`config.mk`:
```
export PLATFORM = sky130hd
export DESIGN_NAME = cache_refill_ctrl
export DESIGN_NICKNAME = d
export VERILOG_FILES = /design/src/rtl/cache_pkg.sv /design/src/rtl/refill_word_ptr.sv /design/src/rtl/cache_refill_ctrl.sv
export SDC_FILE = /design/constraint.sdc
export NUM_CORES = 1
export LEC_CHECK = 0
export BUFFER_PORTS_ARGS = -buffer_cell sky130_fd_sc_hd__buf_2
export CAP_MARGIN = 5
export CORE_ASPECT_RATIO = 1.5
export CORE_MARGIN = 8
export CORE_UTILIZATION = 48
export CTS_CLUSTER_SIZE = 14
export DETAILED_ROUTE_END_ITERATION = 16
export GPL_ROUTABILITY_DRIVEN = 0
export PLACE_DENSITY = 0.77
export SYNTH_ARGS = -nofsm -noshare
export SYNTH_HDL_FRONTEND = slang
export SYNTH_SLANG_ARGS = --single-unit
```
`constraint.sdc`:
```
create_clock -name clk -period 1.88 [get_ports clk]
set_input_delay 0.188 -clock clk [delete_from_list [all_inputs] [get_ports clk]]
set_output_delay 0.188 -clock clk [all_outputs]
set_load 0.05 [all_outputs]
```
`src/rtl/cache_pkg.sv`:
```
// Shared cache geometry, refill FSM states and the wrapped word-address helper.
// Also used by the cache itself for its offset/index split.
package cache_pkg;

    localparam int unsigned ADDR_W          = 32;
    localparam int unsigned DATA_W          = 32;
    localparam int unsigned WORDS_PER_BLOCK = 4;
    localparam int unsigned OFF_W           = $clog2(WORDS_PER_BLOCK);

    typedef logic [ADDR_W-1:0] addr_t;
    typedef logic [OFF_W-1:0]  off_t;
    typedef logic [OFF_W:0]    ptr_t;

    localparam addr_t BLOCK_MASK = addr_t'((WORDS_PER_BLOCK * 4) - 1);

    typedef enum logic [1:0] {
        IDLE,
        FETCH,
        DONE
    } refill_state_t;

    // Offset arithmetic wraps naturally because off_t is exactly OFF_W bits wide.
    function automatic addr_t wrap_addr(input addr_t base, input off_t start, input ptr_t cnt);
        off_t off;
        off = start + cnt[OFF_W-1:0];
        return base | {{(ADDR_W - OFF_W - 2){1'b0}}, off, 2'b00};
    endfunction

endpackage

```
`src/rtl/refill_word_ptr.sv`:
```
// Word pointer for one side of a block refill: counts 0..WORDS_PER_BLOCK and
// flags the terminal value, ignoring increments once terminal.
module refill_word_ptr
    import cache_pkg::*;
#(
    parameter int unsigned PTR_OFF_W = OFF_W
) (
    input  logic               clk,
    input  logic               rst,
    input  logic               clr,
    input  logic               inc,
    output logic [PTR_OFF_W:0] count,
    output logic               term
);

    localparam int unsigned PW = PTR_OFF_W + 1;

    // Block size is a power of two, so the MSB alone marks count == WORDS_PER_BLOCK.
    assign term = count[PTR_OFF_W];

    always_ff @(posedge clk) begin
        if (rst || clr) begin
            count <= '0;
        end else if (inc && !term) begin
            count <= count + PW'(1);
        end
    end

endmodule

```
`src/rtl/cache_refill_ctrl.sv`:
```
// Miss-refill controller: fetches a whole block critical-word-first with wrap,
// writes each returned word into the cache and pulses completion.
module cache_refill_ctrl
    import cache_pkg::*;
#(
    parameter int unsigned CNT_W = 16
) (
    input  logic              clk,
    input  logic              rst,
    input  logic              miss_valid,
    input  logic [ADDR_W-1:0] miss_addr,
    output logic              miss_ready,
    output logic              mem_req,
    output logic [ADDR_W-1:0] mem_addr,
    input  logic              mem_ready,
    input  logic              mem_rvalid,
    input  logic [DATA_W-1:0] mem_rdata,
    output logic              fill_we,
    output logic [ADDR_W-1:0] fill_addr,
    output logic [DATA_W-1:0] fill_data,
    output logic              crit_valid,
    output logic              fill_done,
    output logic              protocol_err,
    output logic [CNT_W-1:0]  refill_count
);

    refill_state_t state;
    addr_t         base_q;
    off_t          start_q;
    ptr_t          issue_cnt;
    ptr_t          resp_cnt;
    logic          issue_term;
    logic          resp_term;
    logic          accept;
    logic          issue_fire;
    logic          resp_ok;

    assign accept     = miss_valid && miss_ready;
    assign issue_fire = mem_req && mem_ready;
    // Any response outside an open FETCH window is dropped and flagged.
    assign resp_ok    = mem_rvalid && (state == FETCH) && !resp_term;

    always_comb begin
        mem_req  = (state == FETCH) && !issue_term;
        mem_addr = '0;
        if (mem_req) begin
            mem_addr = wrap_addr(base_q, start_q, issue_cnt);
        end
    end

    refill_word_ptr #(.PTR_OFF_W(OFF_W)) u_issue_ptr (
        .clk   (clk),
        .rst   (rst),
        .clr   (accept),
        .inc   (issue_fire),
        .count (issue_cnt),
        .term  (issue_term)
    );

    refill_word_ptr #(.PTR_OFF_W(OFF_W)) u_resp_ptr (
        .clk   (clk),
        .rst   (rst),
        .clr   (accept),
        .inc   (resp_ok),
        .count (resp_cnt),
        .term  (resp_term)
    );

    always_ff @(posedge clk) begin
        if (rst) begin
            state        <= IDLE;
            miss_ready   <= 1'b1;
            base_q       <= '0;
            start_q      <= '0;
            fill_we      <= 1'b0;
            fill_addr    <= '0;
            fill_data    <= '0;
            crit_valid   <= 1'b0;
            fill_done    <= 1'b0;
            protocol_err <= 1'b0;
            refill_count <= '0;
        end else begin
            fill_we    <= resp_ok;
            crit_valid <= resp_ok && (resp_cnt == '0);
            if (resp_ok) begin
                fill_addr <= wrap_addr(base_q, start_q, resp_cnt);
                fill_data <= mem_rdata;
            end
            if (mem_rvalid && !resp_ok) begin
                protocol_err <= 1'b1;
            end
            fill_done <= 1'b0;

            unique case (state)
                IDLE: begin
                    if (accept) begin
                        state      <= FETCH;
                        miss_ready <= 1'b0;
                        base_q     <= miss_addr & ~BLOCK_MASK;
                        start_q    <= miss_addr[2 +: OFF_W];
                    end
                end
                // resp_term is seen the cycle the last word is on fill_we.
                FETCH: begin
                    if (resp_term) begin
                        state     <= DONE;
                        fill_done <= 1'b1;
                    end
                end
                DONE: begin
                    state      <= IDLE;
                    miss_ready <= 1'b1;
                    if (refill_count != '1) begin
                        refill_count <= refill_count + CNT_W'(1);
                    end
                end
                default: begin
                    state      <= IDLE;
                    miss_ready <= 1'b1;
                end
            endcase
        end
    end

endmodule

```
Word level (Yosys, flattened, before mapping)
Index checks and enable logic that the tools add are counted.
{ "word_totals": {"regBits": 123, "in_bits": 69, "output_inout_bits": 118, "wordCells": 53} }
{ "classes": {"add_sub_neg": 5, "n_eq_ne": 5, "mux": 7, "bitwise_logic": 3, "reduce_logical": 20} }
{ "ops": {"columns": ["operator", "count"], "rows": [
  ["OR 32 x 4 -> 32 bit", 2],
  ["two-way mux 32 bit", 1],
  ["adder 16 x 1 -> 16 bit (second input constant)", 1],
  ["!= test 16 bit (second input constant)", 1],
  ["logical AND 1 bit", 9],
  ["AND reduction 2 bit", 4],
  ["adder 3 x 1 -> 3 bit (second input constant)", 2],
  ["adder 2 bit", 2],
  ["two-way mux 2 bit", 2],
  ["!= test 2 x 1 -> 1 bit (second input constant)", 2],
  ["one-hot mux 2 bit (2 select lines)", 1],
  ["logical NOT 1 bit", 3],
  ["logical NOT 3 bit", 1],
  ["== test 2 x 1 -> 1 bit (second input constant)", 1],
  ["== test 2 bit (second input constant)", 1],
  ["logical NOT 2 bit", 1],
  ["two-way mux 1 bit", 2],
  ["one-hot mux 1 bit (2 select lines)", 1],
  ["OR reduction 2 bit", 1],
  ["logical OR 1 bit", 1],
  ["NOT 1 bit", 1]
]} }

Logic depth before layout (Yosys ltp)
Gate-level depths: netlist (run 1).
{ "logic_depth": {"depth_word": 5, "ltp_mapped": 7, "ltp_nobuf": 5} }

By module
A second synthesis (run 1) with hierarchy kept.
{ "hier_totals": {"hier_cells": 585, "area_unflattened_um2": 4742.0} }
{ "by_module_without_submodules": {"columns": ["module", "instances", "cells_each", "area_per_inst_um2", "seq_area_each_um2"], "rows": [
  ["cache_refill_ctrl", 1, 561, 4476.8, 2302.2],
  ["refill_word_ptr", 2, 12, 132.6, 60.1]
]} }

Worst setup path after synthesis (run 1)
Ideal clock, no wire load.
{ "synth_timing": {"kind": "reg2out", "startpoint": "register state[0]", "endpoint": "output mem_addr[3]", "arrival_ps": 2126, "required_time_ps": 1692, "slack_ps": -434, "path_stages_with_launch": 5, "path_cell_list": "dfxtp_1 clkbuf_1 nor3b_1 clkbuf_1 and2_1"} }
{ "synth_via": {"elab_chain_len": 3} }
{ "synth_rtl": {"columns": ["element", "line_no", "rtl"], "rows": [
  ["from (decl)", "cache_refill_ctrl.sv:27", "refill_state_t state;"],
  ["from (signal assigned)", "cache_refill_ctrl.sv:71", "state <= IDLE;"],
  ["from (signal assigned)", "cache_refill_ctrl.sv:97", "state <= FETCH;"],
  ["from (signal assigned)", "cache_refill_ctrl.sv:106", "state <= DONE;"],
  ["== test 2 x 1 -> 1 bit", "cache_refill_ctrl.sv:44", "mem_req = (state == FETCH) && !issue_term;"],
  ["logical AND 1 bit", "cache_refill_ctrl.sv:44", null],
  ["via mem_req", "cache_refill_ctrl.sv:13", "output logic mem_req,"],
  ["two-way mux 32 bit", "cache_refill_ctrl.sv:46", "if (mem_req) begin"],
  ["to (decl)", "cache_refill_ctrl.sv:14", "output logic [ADDR_W-1:0] mem_addr,"]
]} }
The timed path passes the listed nets, and every way through them passes these cells.

Worst setup path after layout (run 1)
{ "layout_timing": {"startpoint": "register state[1]", "endpoint": "output mem_addr[2]"} }
{ "layout_via": {"elab_chain_len": 3} }
{ "layout_rtl": {"columns": ["element", "line_no"], "rows": [
  ["== test 2 x 1 -> 1 bit", "cache_refill_ctrl.sv:44"],
  ["logical AND 1 bit", "cache_refill_ctrl.sv:44"],
  ["two-way mux 32 bit", "cache_refill_ctrl.sv:46"]
]} }
Every way passes these cells.

==> flow_metrics.py, run 1 <==
metrics = {
    "layout": {
        "final_core_util_pct": 67.86,
        "drive_gt1_share_pct": 34.56,
        "num-fill-cells": 816,
        "syn2layout_area_growth_pct": 38.07,
        "finalNetCount": 853,
        "final_cells": 906,
    },
    "global_routing": {
        "grt_antenna_before_repair": 1,
        "grt_pass1_wl_microns": 21180,
        "grt-ovfl-total": 0,
        "grt_max_degree": 45,
        "grt_pass1_vias": 4483,
        "grt_usage_pct": 19.53,
    },
    "timing": {
        "clock_skew_ns": 0.004301,
        "rsz0062_at_grt": "true",
        "slew_violations": 0,
        "final_hold_viol_count": 0,
        "max_freq_mhz": 516.3,
        "slew-limit-headroom_pct": 66.54,
        "max_slew.worst_pin.slew_ns": 0.4955,
        "setup_ws_ns": -0.05698,
        "period_share_pct": 103.0,
        "period_needed_ns": 1.937,
        "finalSetupViolations": 13,
    },
    "worst_setup_path": {
        "crit_chain": "buf_6 -> nor3b_4 -> buf_4 -> buf_8 -> and2_1 -> buf_6",
        "max_stage_delay_ns": 0.32,
        "worstSetupStartpointType": "register",
        "worst_path_most_repeated_cell": "buf_6",
        "crit_type": "reg -> out",
        "critPathRequiredTime_ns": 1.69,
        "crit_arrival_ns": 1.75,
        "r2r_setup_slack_ns": 0.07,
        "cp_max_fo": 11,
        "slowest_stage": "dfxtp_2",
        "cp-end-kind": "output pin",
    },
    "floorplan": {
        "num_io_pins": 187,
        "coreArea_sq_um": 9689,
        "initial_core_util_pct": 49.15,
        "rows": 44,
        "die_h_microns": 138.0,
        "dieArea_sq_um": 13430,
        "die_x_microns": 97.33,
    },
    "status": {
        "violations": "negative setup slack",
        "status": "complete, but fails checks",
    },
    "clock_tree": {
        "cts_sinks": 121,
        "numCtsBuffers": 17,
        "cts_root_buf": "clkbuf_16",
        "h-tree-depth": 4,
        "cts.clk_slew.worst_paths_ns": 0.05,
        "hold_buffers": 0,
        "clk_latency_ns": 0.40,
        "cts_buffer_depth": 2,
        "cts_tree": "yes",
    },
    "power_and_ir_drop": {
        "power.density_nw_per_um2": 959.9,
        "leakagePower_nw": 2.884,
        "peakVddDrop_uv": 706.6,
    },
    "synthesis": {
        "async_flop_share_pct": 0,
        "synth-main-ff-cell": "dfxtp_1",
        "yosysTopAreaCellShare_pct": 50.87,
        "avgSynthCellArea_sq_um": 7.977,
        "synth_edf_count": 0,
        "synth_cells": 597,
        "synth.most_common_cell": "nand2_1",
        "synth-seq-cells": 121,
        "synth_area_leader_cell": "dfxtp_1",
        "yosysWarningCount": 0,
        "netlist_area_sq_um": 4762,
        "seq_area_frac_synth_pct": 50.87,
        "ys_top_cells_by_area": "dfxtp_1 51%, nand2_1 16%, a21oi_1 11%, and2_1 4.5%, clkbuf_1 2.4%",
        "synthDistinctLibCells": 41,
        "ys_top_cells_by_count": "197 x nand2_1, 121 x dfxtp_1, 105 x a21oi_1",
    },
    "detailed_routing": {
        "dr_total_vias": 4715,
        "firstDrtPassIters": 7,
        "drt_first_iter_violations": 238,
        "drc_errors": 0,
        "wirelength_microns": 14300,
        "drtAntennaViolNets": 0,
        "routedWlPerCell_microns": 15.78,
        "vias_per_cell": 5.204,
    },
    "placement": {
        "hpwl_microns": 9890,
        "post-place-ws_ns": 0.07583,
        "port_buffers": 180,
        "dp.cells": 870,
    },
    "min_path": {
        "holdCritPathClass": "in -> reg",
    },
    "job": {
        "cap_viol_max_count": 0,
    },
}
-- final timing paths --
check / startpoint / depth (start not counted) / to
setup reg to reg: refill_count[6] / 4 / refill_count[13]
setup / recovery: state[1] / 6 / mem_addr[2]
hold reg to reg: fill_addr[3] / 2 / fill_addr[3]
hold / removal: mem_rdata[8] / 3 / fill_data[8]
-- worst max-delay path: cells and delay by family (launching register included) --
kind | cells | cell delay, ns
DFF | 1 | 0.32
and+or+nand+nor | 2 | 0.42
buffers and inverters | 4 | 0.60
-- layout by cell type, fill, tap and decap left out, types with 2 or more instances in the layout --
master / synthesis / layout
or4_1: 4 / 4
clkbuf_16: 0 / 17
and2_4: 0 / 5
conb_1: 1 / 4
ha_1: 6 / 6
clkinv_2: 0 / 6
mux2_2: 4 / 4
or3_1: 3 / 3
buf_8: 0 / 5
nand2_1: 197 / 196
and2_2: 0 / 10
and2_1: 34 / 19
buf_12: 0 / 4
buf_4: 4 / 32
o21ai_0: 2 / 2
nor2b_1: 4 / 4
xnor2_1: 5 / 5
nor4bb_1: 2 / 2
nor2_1: 17 / 17
nand3_1: 6 / 6
dfxtp_1: 121 / 104
a21oi_1: 105 / 105
nor3_1: 6 / 5
a31oi_1: 3 / 3
inv_1: 4 / 4
nand2b_1: 3 / 3
clkbuf_1: 31 / 4
o21bai_1: 2 / 2
nor4_2: 2 / 2
clkinvlp_4: 0 / 3
nor3b_1: 3 / 2
dfxtp_2: 0 / 17
o31ai_1: 4 / 4
a211oi_1: 2 / 2
buf_6: 0 / 11
nand4_1: 2 / 2
buf_2: 7 / 149
-- per-layer routing --
layer	GRT usage (%)	share of wire [%]
met3	7.182	6.6
met2	36.34	55
met5	0	0
met4	9.214	2.5
met1	18.79	36
-- flip-flops by register name, summed over array words and instances (netlist names) --
signal	flops
protocol_err	1
base_q	28
state	2
refill_count	16
miss_ready	1
u_issue_ptr.count	3
crit_valid	1
fill_done	1
start_q	2
fill_data	32
fill_addr	30
fill_we	1
u_resp_ptr.count	3
-- power by group --
group / switching, mW / internal, mW / total (mW)
combinational: 0.553 / 0.263 / 0.816
clock: 1.08 / 1.69 / 2.78
sequential: 0.0570 / 2.66 / 2.72
-- cell families (layout without fill, tap and decap cells) --
| kind of cell | after synthesis | count (layout) | share of synthesized area (%) |
|---|---|---|---|
| adder cells (fa/ha/maj) | 6 | 6 | 1.576 |
| XOR/XNOR | 6 | 6 | 1.104 |
| multiplexers | 5 | 5 | 1.156 |
| AND/OR/NAND/NOR | 293 | 293 | 28.01 |
| AO/OA/AOI/OAI | 119 | 119 | 13.08 |
| other | 1 | 5 | 0.07875 |
| buffers and inverters | 46 | 236 | 4.125 |
| flip-flops | 121 | 121 | 50.87 |
-- repair_timing --
| action | in CTS | in global routing |
|---|---|---|
| pin swaps | 0 | 0 |
| cloned | 0 | 1 |
| setup buffers | 0 | 3 |
| setup endpoints to repair | 30 | 31 |
| resized for setup | 30 | 30 |
-- per-stage QoR --
step	setup TNS [ns]	hold WS (ns)	instance area [sq um]	power (mW)
floorplan	0	0.3240	4810	3.285
global placement	0	0.4276	5867	3.518
detailed placement	0	0.4346	5867	3.534
CTS	-0.1599	0.008783	6449	6.315
global route	-2.194	0.007652	6575	6.547
finish	-0.4060	0.02048	6575	6.311
-- layout make-up --
type / count / area [sq um] / share of cell area, %
Multi-Input combinational cell: 433 / 2198 / 33.43
Inverter: 4 / 15.01 / 0.2284
Clock buffer: 22 / 454.2 / 6.908
Tap cell: 115 / 143.9 / 2.188
Sequential cell: 121 / 2444 / 37.16
Antenna cell: 1 / 2.502 / 0.03806
Timing Repair Buffer: 201 / 1265 / 19.24
Clock inverter: 9 / 52.55 / 0.7992
No activity file was read; power rests on OpenSTA's default activity.
==> run 2: changes to the inputs <==
ABC_AREA = 1   (was default)
CORE_MARGIN = 2   (was 8)
CORE_UTILIZATION = 49   (was 48)
PLACE_DENSITY = 0.78   (was 0.77)
==> run 2 against run 1 <==
Against the previous run:
- the run now ends clean
- cell count grew 3.1%
- first-iteration DRC count grew 0.42%
- critical path depth grew 2
- clock power grew 13%
- design area increased by 2.5%
- wire length shrank 11%
- non-clock buffer count fell by 5
- die area is 21% lower
- setup slack gained 0.11 ns
- hold slack better by 0.018 ns
- via count rose by 2.2%
- register-to-register slack better by 0.18 ns
- largest cell class unchanged
==> flow_metrics.py, run 2 <==
metrics = {
    "status": {
        "status": "finished, final reports clean",
    },
    "clock_tree": {
        "h-tree-depth": 4,
        "cts_sinks": 121,
        "numCtsBuffers": 17,
        "cts_buffer_depth": 2,
        "cts_root_buf": "clkbuf_16",
        "cts_tree": "yes",
        "hold_buffers": 0,
        "cts.clk_slew.worst_paths_ns": 0.05,
        "clk_latency_ns": 0.40,
    },
    "global_routing": {
        "grt_antenna_before_repair": 0,
        "grt_usage_pct": 23.54,
        "grt_pass1_vias": 4513,
        "grt_pass1_wl_microns": 20380,
        "grt-ovfl-total": 0,
        "grt_max_degree": 93,
    },
    "power_and_ir_drop": {
        "p_clk_share_pct": 43.5,
        "power_frac_comb_pct": 17.6,
        "p_int_mw": 5.108,
        "power.density_nw_per_um2": 1070,
        "power_switching_mw": 2.101,
        "peakVddDrop_uv": 777.1,
        "swShare_pct": 29.15,
        "seqPwrFrac_pct": 38.9,
        "leakagePower_nw": 3.082,
    },
    "layout": {
        "syn2layout_area_growth_pct": 40.28,
        "seqCellArea_sq_um": 2424,
        "regMostFlops": "fill_data",
        "final_core_util_pct": 69.92,
        "fin_area_sq_um": 6736,
        "final_cell_mix": "150 x buf_2, 120 x dfxtp_1, 119 x nor2_1, 96 x o21ai_0, 74 x a21oi_1",
        "largest_register_ffs": 32,
        "drive_gt1_share_pct": 34.19,
        "finalNetCount": 881,
        "multi_input_area_sq_um": 2087,
        "final_common_cell": "buf_2",
        "diodes": 0,
        "num-fill-cells": 784,
        "top_regs": "fill_data: 32 flops, fill_addr: 30 flops, base_q: 28 flops",
    },
    "timing": {
        "fin_setup_tns_ns": 0,
        "period_share_pct": 97.14,
        "finalSetupViolations": 0,
        "period_needed_ns": 1.826,
        "holdWs_ns": 0.03857,
        "max_freq_mhz": 547.6,
        "slew_violations": 0,
        "clock_skew_ns": 0.008786,
        "rsz0062_at_grt": "true",
        "setup_ws_ns": 0.05383,
        "final_hold_viol_count": 0,
    },
    "placement": {
        "hpwl_microns": 8458,
        "place_area_sq_um": 5831,
        "post-place-ws_ns": 0.2436,
        "port_buffers": 180,
    },
    "detailed_routing": {
        "drc_errors": 0,
        "drtAntennaViolNets": 0,
        "vias_per_cell": 5.161,
        "drt_first_iter_violations": 239,
        "dr_total_vias": 4820,
        "wirelength_microns": 12730,
        "firstDrtPassIters": 4,
        "routedWlPerCell_microns": 13.63,
    },
    "floorplan": {
        "rows": 44,
        "die_h_microns": 125.2,
        "num_io_pins": 187,
        "dieArea_sq_um": 10620,
        "die_x_microns": 84.83,
        "initial_core_util_pct": 49.84,
        "coreArea_sq_um": 9634,
    },
    "min_path": {
        "holdPathStages": 3,
        "holdCritPathClass": "in -> reg",
        "holdPathEnd": "fill_data[8]",
        "min-delay-start": "mem_rdata[8]",
    },
    "worst_setup_path": {
        "crit_type": "reg -> out",
        "worstSetupStartpointType": "register",
        "r2r_end": "fill_addr[26]",
        "cp_max_fo": 12,
        "cp-end-kind": "output pin",
        "critPathRequiredTime_ns": 1.69,
        "crit_arrival_ns": 1.64,
        "r2r_setup_slack_ns": 0.25,
        "timing.rr.start": "state[0]",
        "reg2regPathDepth": 8,
    },
    "synthesis": {
        "yosysWarningCount": 0,
        "seq_area_frac_synth_pct": 50.44,
        "avgSynthCellArea_sq_um": 7.647,
        "netlist_area_sq_um": 4802,
        "synth_cells": 628,
        "ys_top_cells_by_count": "150 x nor2_1, 121 x dfxtp_1, 96 x o21ai_0",
        "synth_edf_count": 0,
        "synthDistinctLibCells": 30,
        "synth.most_common_cell": "nor2_1",
        "synth-main-ff-cell": "dfxtp_1",
        "async_flop_share_pct": 0,
        "yosysTopAreaCellShare_pct": 50.44,
        "synth-seq-cells": 121,
        "synth_area_leader_cell": "dfxtp_1",
        "ys_top_cells_by_area": "dfxtp_1 50%, nor2_1 12%, o21ai_0 10%, a21oi_1 7.7%, inv_1 4.2%",
    },
    "job": {
        "cap_viol_max_count": 0,
    },
}
-- run 2: repair_timing --
item | in CTS | in global routing
cloned | 1 | 1
pin swaps | 2 | 1
setup endpoints to repair | 30 | 30
gates resized for setup | 59 | 19
setup buffers | 2 | 1
-- run 2: layout make-up --
class / count / area share (%)
sequential: 121 / 35.98
multi-input combinational: 412 / 30.98
clock buffer: 20 / 6.779
tap: 115 / 2.136
clock inverter: 12 / 1.857
timing repair buffer: 196 / 18.94
inverter: 58 / 3.325
-- run 2: metrics by stage --
step           total power, mW  cells
6_report                 7.210    934
5_1_grt                  7.509    934
4_1_cts                  7.235    932
3_5_place_dp             4.010    897
3_3_place_gp             3.984    897
2_1_floorplan            3.729    631
-- run 2: worst max path at each step --
| stage | slack, ns | to | start | depth (start not counted) |
|---|---|---|---|---|
| finish | 0.05 | mem_addr[21] | state[0] | 8 |
| global route | -0.02 | mem_addr[21] | state[0] | 8 |
| CTS | 0.02 | mem_addr[3] | state[0] | 8 |
| detailed placement | 0.24 | mem_addr[29] | state[0] | 8 |
| global placement | 0.29 | mem_addr[9] | state[0] | 8 |
| floorplan | 0.07 | mem_addr[3] | state[1] | 6 |
-- run 2: logic make-up after synthesis --
family | share of synthesized area, %
adder cells (fa/ha/maj) | 1.563
XOR/XNOR | 0.9121
AND/OR/NAND/NOR | 19.70
AO/OA/AOI/OAI | 18.11
other | 0.07809
flip-flops | 50.44
buffers and inverters | 9.197
-- run 2: power groups by stage --
stage / Sequential [mW] / Combinational [mW] / Clock [mW]
6_report: 2.81 / 1.27 / 3.14
3_5_place_dp: 2.86 / 1.15 / 0
4_1_cts: 2.80 / 1.23 / 3.20
2_1_floorplan: 3.19 / 0.541 / 0
3_3_place_gp: 2.85 / 1.13 / 0
5_1_grt: 2.82 / 1.36 / 3.32
-- run 2: critical path: stages, from the launching register on --
cell     delay [ns]
dfxtp_2        0.32
inv_2          0.06
nor2_4         0.12
inv_2          0.06
nor2_4         0.14
inv_6          0.08
buf_12         0.16
nor2_2         0.12
buf_6          0.17
-- run 2: per-layer routing --
layer  share of wire, %  track usage [%]  wire length [microns]  up-vias
met5                  0                0                      0        -
met4                4.1            11.58                    523        0
met3                4.9            6.007                    624       46
met2                 51            41.08                   6540      193
met1                 40            26.24                   5040     2202
li1                   -                -                      -     2379
==> run 3: changes to the inputs <==
==> constraint.sdc (replaced) <==
create_clock -name clk -period 1.88 [get_ports clk]
set_input_delay 0.282 -clock clk [delete_from_list [all_inputs] [get_ports clk]]
set_output_delay 0.282 -clock clk [all_outputs]
set_load 0.05 [all_outputs]
==> run 3 against run 2 <==
Against the previous run:
- combinational power up 7%
- design area is 3.1% higher
- core utilization increased by 2.2 points
- the run now ends with negative setup slack left
- via count is 0.58% higher
- clock skew is 0.0011 ns lower
- sequential share of layout area shrank 1.1 points
- largest cell class unchanged
- global-route usage rose by 0.88 points
- cell count stayed put
- register-to-register slack improved by 0.02 ns
- wire length increased by 4.6%
- first-iteration DRC count is 11% lower
- critical path depth fell by 1
==> flow_metrics.py, run 3 (synthesis results as in run 2) <==
metrics = {
    "layout": {
        "num-fill-cells": 716,
        "drive_gt1_share_pct": 34.19,
        "finalNetCount": 881,
        "final_cells": 934,
        "diodes": 0,
        "final_cell_mix": "150 x buf_2, 120 x dfxtp_1, 119 x nor2_1, 96 x o21ai_0, 74 x a21oi_1",
        "largest_register_ffs": 32,
        "top_regs": "fill_data: 32 flops, fill_addr: 30 flops, base_q: 28 flops",
        "regMostFlops": "fill_data",
        "fin_area_sq_um": 6944,
        "final_common_cell": "buf_2",
        "syn2layout_area_growth_pct": 44.61,
    },
    "power_and_ir_drop": {
        "finalPower_mw": 7.521,
        "peakVddDrop_uv": 780.2,
        "power.density_nw_per_um2": 1083,
        "leakagePower_nw": 3.123,
    },
    "min_path": {
        "holdPathStages": 3,
        "holdPathEnd": "fill_data[24]",
        "holdCritPathClass": "in -> reg",
        "min-delay-start": "mem_rdata[24]",
    },
    "placement": {
        "place_area_sq_um": 5861,
        "hpwl_microns": 8341,
        "port_buffers": 180,
        "dp.cells": 894,
    },
    "worst_setup_path": {
        "critPathRequiredTime_ns": 1.60,
        "cp-end-kind": "output pin",
        "cp_max_fo": 5,
        "slowest_stage": "dfxtp_1",
        "r2r_setup_slack_ns": 0.27,
        "r2r_end": "refill_count[8]",
        "cp_num_buf_inv": 4,
        "timing.rr.start": "state[0]",
        "reg2regPathDepth": 8,
        "crit_arrival_ns": 1.66,
        "worst_path_most_repeated_cell": "nor2_4",
        "crit_type": "reg -> out",
        "worstSetupStartpointType": "register",
        "max_stage_delay_ns": 0.36,
        "crit_chain": "nor2_4 -> inv_2 -> nor2_4 -> clkinv_4 -> clkbuf_16 -> nor2_4 -> buf_8",
        "path_delay_family": "buffers and inverters",
    },
    "timing": {
        "slew-limit-headroom_pct": 60.63,
        "setup_ws_ns": -0.06487,
        "holdWs_ns": 0.1292,
        "final_hold_viol_count": 0,
        "finalSetupViolations": 30,
        "period_share_pct": 103.5,
        "max_freq_mhz": 514.2,
        "fin_setup_tns_ns": -0.6474,
        "rsz0062_at_grt": "true",
        "slew_violations": 0,
        "period_needed_ns": 1.945,
        "clock_skew_ns": 0.007686,
        "max_slew.worst_pin.slew_ns": 0.5860,
    },
    "floorplan": {
        "num_io_pins": 187,
        "dieArea_sq_um": 10620,
        "coreArea_sq_um": 9634,
        "rows": 44,
        "die_h_microns": 125.2,
        "initial_core_util_pct": 49.84,
        "die_x_microns": 84.83,
    },
    "clock_tree": {
        "h-tree-depth": 4,
        "cts.clk_slew.worst_paths_ns": 0.06,
        "clk_latency_ns": 0.40,
        "cts_buffer_depth": 2,
        "numCtsBuffers": 17,
        "cts_root_buf": "clkbuf_16",
        "cts_sinks": 121,
        "cts_tree": "yes",
        "hold_buffers": 0,
    },
    "detailed_routing": {
        "firstDrtPassIters": 4,
        "drt_first_iter_violations": 213,
        "dr_total_vias": 4848,
        "drtAntennaViolNets": 0,
        "drc_errors": 0,
        "wirelength_microns": 13320,
        "vias_per_cell": 5.191,
        "routedWlPerCell_microns": 14.26,
    },
    "global_routing": {
        "grt_pass1_wl_microns": 21090,
        "grt_antenna_before_repair": 0,
        "grt_pass1_vias": 4625,
        "grt_max_degree": 59,
        "grt-ovfl-total": 0,
        "grt_usage_pct": 24.42,
    },
    "job": {
        "cap_viol_max_count": 0,
    },
    "status": {
        "violations": "negative setup slack",
        "status": "complete, but fails checks",
    },
}
## run 3: routing by layer
layer	wire length (microns)	share of wire (%)	vias up	track usage [%]
met5	0	0	-	0
met4	497	3.7	0	11.67
met3	718	5.4	43	6.403
met2	6996	53	188	42.70
met1	5105	38	2236	27.17
li1	-	-	2381	-
## run 3: how the worst max path moves through the flow
stage | startpoint | to | depth (start not counted)
CTS | state[0] | mem_addr[3] | 8
finish | state[1] | mem_addr[21] | 7
floorplan | state[1] | mem_addr[10] | 6
detailed placement | state[0] | mem_addr[25] | 8
global route | state[0] | mem_addr[21] | 8
global placement | state[0] | mem_addr[3] | 8
## run 3: per-stage QoR
step / util (%) / setup slack, ns
floorplan: - / -0.01694
global route: 72.08 / -0.1394
finish: 72.08 / -0.06487
detailed placement: 60.83 / 0.1311
CTS: 70.94 / -0.07821
global placement: 60.83 / 0.1757
## run 3: timing repair
| action | in CTS | in global routing |
|---|---|---|
| gates resized for setup | 81 | 17 |
| hold endpoints to repair | 0 | 0 |
| endpoints found under the setup margin | 30 | 30 |
| pin swaps | 2 | 2 |
| buffers inserted | 4 | 1 |
| cloned | 2 | 1 |
## run 3: where the power goes
group          internal, mW  leakage [nW]  total [mW]  switching, mW
Clock                  2.22         0.291        3.35           1.13
Sequential             2.74         0.990        2.81         0.0735
Combinational         0.396          1.84        1.36          0.960
Total                  5.36          3.12        7.52           2.16
## run 3: cell type report
class	instances	area [sq um]	share of cell area (%)
sequential	121	2424	34.90
multi-input combinational	412	2172	31.28
timing repair buffer	196	1355	19.51
clock buffer	22	484.2	6.973
inverter	58	224.0	3.225
tap	115	143.9	2.072
clock inverter	10	141.4	2.036
## run 3: worst register-to-register path: stages (launching register included)
cell and delay [ns]:
dfxtp_2 0.31, inv_2 0.07, buf_4 0.10, buf_4 0.11, nand2_2 0.11, nor3_1 0.53, nand3_1 0.15, nand2_1 0.09
nor2_1 0.04
